<file path="config.mk">
export PLATFORM = sky130hd
export DESIGN_NAME = otp_decryptor_flat
export DESIGN_NICKNAME = d
export VERILOG_FILES = /design/src/rtl/otp_decryptor_if.sv /design/src/rtl/otp_decryptor.sv /design/src/flat_wrapper.sv
export SDC_FILE = /design/constraint.sdc
export NUM_CORES = 1
export LEC_CHECK = 0
export ABC_CLOCK_PERIOD_IN_PS = 3850
export BUFFER_PORTS_ARGS = -buffer_cell sky130_fd_sc_hd__buf_2
export CORE_ASPECT_RATIO = 0.5
export CORE_MARGIN = 2
export CORE_UTILIZATION = 60
export DETAILED_ROUTE_END_ITERATION = 10
export GPL_ROUTABILITY_DRIVEN = 0
export HOLD_SLACK_MARGIN = 0.06
export PLACE_DENSITY = 0.79
export SLEW_MARGIN = 25
export SYNTH_ARGS = -nofsm -noshare
export SYNTH_HDL_FRONTEND = slang
export SYNTH_SLANG_ARGS = --single-unit
export TNS_END_PERCENT = 5
</file>
<file path="constraint.sdc">
create_clock -name clk -period 3.85 [get_ports clk]
set_input_delay 0.385 -clock clk [delete_from_list [all_inputs] [get_ports clk]]
set_output_delay 0.385 -clock clk [all_outputs]
set_load 0.02 [all_outputs]
</file>
<file path="src/rtl/otp_decryptor_if.sv">
// Valid/ready word stream used for the key, ciphertext and plaintext ports.
interface otp_decryptor_if #(
  parameter int DATA_W = 8
);
  logic              valid;
  logic              ready;
  logic [DATA_W-1:0] data;

  modport master (
    output valid,
    output data,
    input  ready
  );

  modport slave (
    input  valid,
    input  data,
    output ready
  );
endinterface

</file>
<file path="src/rtl/otp_decryptor.sv">
// One-time-pad decryptor: ciphertext XOR next unused word of a circular pad.
// OTP_ZEROIZE_EN: wipe each pad slot as it is consumed and the whole pad on reset.
module otp_decryptor #(
  parameter  int DATA_W    = 8,
  parameter  int KEY_DEPTH = 16,
  localparam int PW        = $clog2(KEY_DEPTH),
  localparam int CW        = $clog2(KEY_DEPTH + 1)
) (
  input  logic                   clk,
  input  logic                   reset,
  otp_decryptor_if.slave         key_if,
  otp_decryptor_if.slave         ct_if,
  otp_decryptor_if.master        pt_if,
  output logic [CW-1:0]          key_count,
  output logic                   starved
);

  typedef enum logic [1:0] {
    EMPTY,
    PARTIAL,
    FULL
  } occ_e;

  occ_e              occ_q, occ_d;
  logic [PW-1:0]     wr_ptr_q, rd_ptr_q;
  logic [CW-1:0]     cnt_q, cnt_d;
  logic              pt_valid_q, pt_valid_d;
  logic [DATA_W-1:0] pt_data_q, pt_data_d;
  logic              starved_q;
  logic [DATA_W-1:0] key_q [KEY_DEPTH];

  logic wr_en;
  logic fire;

  assign key_if.ready = (occ_q != FULL);
  assign ct_if.ready  = (occ_q != EMPTY) &&
                        (!pt_valid_q || pt_if.ready);

  assign wr_en = key_if.valid && key_if.ready;
  assign fire  = ct_if.valid && ct_if.ready;

  always_comb begin
    cnt_d = cnt_q;
    unique case (1'b1)
      (wr_en && !fire): cnt_d = cnt_q + CW'(1);
      (fire && !wr_en): cnt_d = cnt_q - CW'(1);
      default: ;
    endcase
  end

  always_comb begin
    occ_d = PARTIAL;
    unique case (1'b1)
      (cnt_d == '0):             occ_d = EMPTY;
      (cnt_d == CW'(KEY_DEPTH)): occ_d = FULL;
      default: ;
    endcase
  end

  // A fire while draining reloads the register, keeping full throughput.
  always_comb begin
    pt_valid_d = pt_valid_q;
    pt_data_d  = pt_data_q;
    if (fire) begin
      pt_valid_d = 1'b1;
      pt_data_d  = ct_if.data ^ key_q[rd_ptr_q];
    end else if (pt_if.ready) begin
      pt_valid_d = 1'b0;
    end
  end

  always_ff @(posedge clk) begin
    if (reset) begin
      occ_q      <= EMPTY;
      wr_ptr_q   <= '0;
      rd_ptr_q   <= '0;
      cnt_q      <= '0;
      pt_valid_q <= 1'b0;
      pt_data_q  <= '0;
      starved_q  <= 1'b0;
    end else begin
      occ_q      <= occ_d;
      cnt_q      <= cnt_d;
      pt_valid_q <= pt_valid_d;
      pt_data_q  <= pt_data_d;
      if (wr_en) wr_ptr_q <= wr_ptr_q + PW'(1);
      if (fire)  rd_ptr_q <= rd_ptr_q + PW'(1);
      if (ct_if.valid && cnt_q == '0) starved_q <= 1'b1;
    end
  end

`ifdef OTP_ZEROIZE_EN
  always_ff @(posedge clk) begin
    if (reset) begin
      for (int i = 0; i < KEY_DEPTH; i++) key_q[i] <= '0;
    end else begin
      if (wr_en) key_q[wr_ptr_q] <= key_if.data;
      if (fire)  key_q[rd_ptr_q] <= '0;
    end
  end
`else
  always_ff @(posedge clk) begin
    if (!reset && wr_en) key_q[wr_ptr_q] <= key_if.data;
  end
`endif

  assign pt_if.valid = pt_valid_q;
  assign pt_if.data  = pt_data_q;
  assign key_count   = cnt_q;
  assign starved     = starved_q;

endmodule

</file>
<file path="src/flat_wrapper.sv">
// flat-port wrapper written by rule: the top's interface ports become plain ports
module otp_decryptor_flat 
#(
  parameter  int DATA_W    = 8,
  parameter  int KEY_DEPTH = 16,
  localparam int PW        = $clog2(KEY_DEPTH),
  localparam int CW        = $clog2(KEY_DEPTH + 1)
)
  (clk, reset, key_count, starved, key_if_valid, key_if_data, key_if_ready, ct_if_valid, ct_if_data, ct_if_ready, pt_if_valid, pt_if_data, pt_if_ready);
  otp_decryptor_if #(.DATA_W(DATA_W)) key_if_i ();
  otp_decryptor_if #(.DATA_W(DATA_W)) ct_if_i ();
  otp_decryptor_if #(.DATA_W(DATA_W)) pt_if_i ();
  input  logic clk;
  input  logic reset;
  output logic [CW-1:0] key_count;
  output logic starved;
  input wire logic [$bits(key_if_i.valid)-1:0] key_if_valid;
  input wire logic [$bits(key_if_i.data)-1:0] key_if_data;
  output wire logic [$bits(key_if_i.ready)-1:0] key_if_ready;
  input wire logic [$bits(ct_if_i.valid)-1:0] ct_if_valid;
  input wire logic [$bits(ct_if_i.data)-1:0] ct_if_data;
  output wire logic [$bits(ct_if_i.ready)-1:0] ct_if_ready;
  output wire logic [$bits(pt_if_i.valid)-1:0] pt_if_valid;
  output wire logic [$bits(pt_if_i.data)-1:0] pt_if_data;
  input wire logic [$bits(pt_if_i.ready)-1:0] pt_if_ready;
  assign key_if_i.valid = key_if_valid;
  assign key_if_i.data = key_if_data;
  assign key_if_ready = key_if_i.ready;
  assign ct_if_i.valid = ct_if_valid;
  assign ct_if_i.data = ct_if_data;
  assign ct_if_ready = ct_if_i.ready;
  assign pt_if_valid = pt_if_i.valid;
  assign pt_if_data = pt_if_i.data;
  assign pt_if_i.ready = pt_if_ready;
  otp_decryptor #(.DATA_W(DATA_W), .KEY_DEPTH(KEY_DEPTH)) u_core (.clk(clk), .reset(reset), .key_if(key_if_i), .ct_if(ct_if_i), .pt_if(pt_if_i), .key_count(key_count), .starved(starved));
endmodule
</file>
==> flow_summary.yaml <==
routing:
  antenna_left: 0
  via_count: 3345
  dr.pass1.iters: 5
  drt_wl_total_mm: 12.36
  drtIter0Drc: 323
  drc: 0
  wire_per_inst_um: 22.31
  via_per_inst: 6.038
global_route:
  grt_pass1_wl_mm: 18.64
  use_met2_pct: 34.14
  overflow: 0
  met3_usage_pct: 9.286
  grt_pass1_vias: 3328
  grt_usage_pct: 22.91
  grt.busiest_layer: "met2"
  grt_antenna_before_repair: 0
  grt_max_degree: 33
  use_met1_pct: 30.50
synthesis:
  synthCells: 362
  synth.top_cell.area_share_pct: 59.60
  synth-main-ff-cell: "edfxtp_1"
  synth_warnings: 0
  synth_nets: 392
  synth_area_per_cell_um2: 17.81
  async_reset_ff_share_pct: 0
  netlist_top_cells_area: "edfxtp_1, mux4_1, dfxtp_1"
  ys_seq_elements: 157
  synthAdderAreaFrac_pct: 1.746
  synth_edf_count: 128
  synth_commonest_cells: "edfxtp_1, nor2_1, dfxtp_1, mux2i_1, mux4_1"
  yosys.cell_count.top_type: "edfxtp_1"
  synth_top_family_by_area: "multiplexers"
  synthDistinctLibCells: 37
  synthSimpleGateAreaFrac_pct: 5.122
  synthXorXnorAreaFrac_pct: 2.581
  ys_seq_area_share_pct: 68.61
  synth.largest_area_cell: "edfxtp_1"
  synth-compound-area-share_pct: 2.231
  syn-cell-area_um2: 6449
  synthMuxAreaShare_pct: 17.02
setup_path:
  worstPathArrival_ns: 3.14
  end_kind: "flop"
  crit_type: "flop to flop"
  worstPathRequired_ns: 4.17
  worstPathMaxFanout: 8
  critPathLaunchType: "flop"
  r2r_cells: 11
  r2r_slack_ns: 1.03
placed_design:
  port_buffers: 37
  placed_cells: 522
  hpwl_mm: 7.541
pwr:
  power_mw: 4.197
  power.leakage_nw: 2.470
  power_density_nw_per_um2: 575.5
  vdd_drop_max_uv: 326.8
cts:
  ctsRootBufferMaster: "clkbuf_16"
  cts_max_level: 4
  postCtsHoldBufs: 0
  cts_tree: "done"
  post_cts_resized: 0
  post_cts_buffers: 0
  clk_pin_slew_ns: 0.06
  clock_sinks: 157
  cts_buffers: 17
  worstSkewPairLatency_ns: 0.42
  clockBufferDepth: 2
outcome:
  outcome: "complete, no violations"
min_path:
  hold_path.class: "input pin to flop"
  worstHoldPathCells: 3
floorplanning:
  dieArea_um2: 11640
  core-area_um2: 10340
  pin_count: 38
  die_y_um: 77.31
  floorplan.rows: 26
  start_util_pct: 62.34
  dieWidth_um: 150.6
finish:
  layout-area-overhead-vs-synth_pct: 13.08
  finalNonFillerCells: 554
  final_nets: 431
  drive_gt1_share_pct: 20.05
  diodes: 0
timing:
  relSlewSlack_pct: 39.47
  max_freq_ghz: 0.3544
  period_share_pct: 73.29
  setup-tns-final_ns: 0
  rsz0062_at_grt: "no"
  hold_viol: 0
  worst_pin_slew_ns: 0.9046
  skew_ns: 0.005768
  drv_slew: 0
  fin_crit_ns: 2.822
  setup_viol: 0
flow_run:
  cap_violations: 0
layout make-up:
class                           instances  area, µm²
Tap cell                              140      175.2
Fill cell                             607       3053
Inverter                                4      15.01
Multi-Input combinational cell        181       1856
Timing Repair Buffer                   40      207.7
Sequential cell                       157       4427
Clock inverter                         14      182.7
Clock buffer                           18      429.2
state kept, by name, summed over array words and instances (netlist names), named ones only:
register	count
u_core.key_q	128
u_core.pt_if.data	8
u_core.key_count	5
u_core.rd_ptr_q	4
u_core.wr_ptr_q	4
u_core.occ_q	2
u_core.pt_if.valid	1
u_core.starved	1
placed cells by master (no fill, tap or decap), drive strengths merged:
master,n
a211oi,8
a21o,1
a21oi,5
a31oi,2
a32o,1
and2,1
and3b,1
and4,1
buf,40
bufinv,3
clkbuf,18
clkinv,3
clkinvlp,3
dfxtp,29
edfxtp,128
ha,9
inv,9
mux2,2
mux2i,26
mux4,32
nand2,8
nand2b,2
nand3b,1
nand4,2
nor2,47
nor2b,2
nor3b,3
nor4b,1
o21a,2
o21ai,1
o32ai,1
or3,1
or3b,2
xnor2,11
xor2,8
critical path: stages, from the launching register on:
cell,delay [ns]
dfxtp_1,0.32
nand2b_1,0.12
and2_1,0.32
inv_1,0.14
ha_1,0.34
xor2_1,0.20
ha_1,0.23
o21a_1,0.18
o21a_1,0.16
o32ai_1,0.13
mux2_2,0.37
and4_1,0.19
kinds of logic after synthesis:
group,count (synthesis)
AOI/OAI and AO/OA,21
xor gates and xnor gates,19
adders and majority gates,9
buffers and inverters,24
DFF,157
muxes,60
and+or+nand+nor,72
per-stage QoR:
step	cell area [µm²]	hold slack (ns)	util (%)	setup slack (ns)
final	7292	0.2678	70.49	1.028
after global routing	7292	0.2698	70.49	0.8806
after CTS	7291	0.2640	70.48	1.021
after detailed placement	6679	0.4806	64.56	0.9434
after global placement	6679	0.4464	64.56	1.032
after floorplan	6449	0.4817	-	0.9120
power by group:
| group | switching, mW | internal (mW) | total, mW |
|---|---|---|---|
| combinational | 0.289 | 0.195 | 0.484 |
| sequential | 0.0801 | 1.91 | 1.99 |
| clock | 0.692 | 1.03 | 1.73 |
path summary, 6_finish.rpt:
kind | startpoint | endpoint
max | u_core.occ_q[0]$_SDFF_PP0_ | u_core.occ_q[1]$_SDFF_PP0_
min | ct_if_data[7] | u_core.pt_if.data[7]$_SDFFE_PP0N_
max reg2reg | u_core.occ_q[0]$_SDFF_PP0_ | u_core.occ_q[1]$_SDFF_PP0_
min reg2reg | u_core.starved$_SDFFE_PP0P_ | u_core.starved$_SDFFE_PP0P_
layer usage:
layer / wire length (µm) / part of all wire [%]
met5: 0 / 0
met4: 240 / 1.9
met3: 1235 / 10
met2: 5708 / 46
met1: 5172 / 42
(Power assumes the default switching activity.)
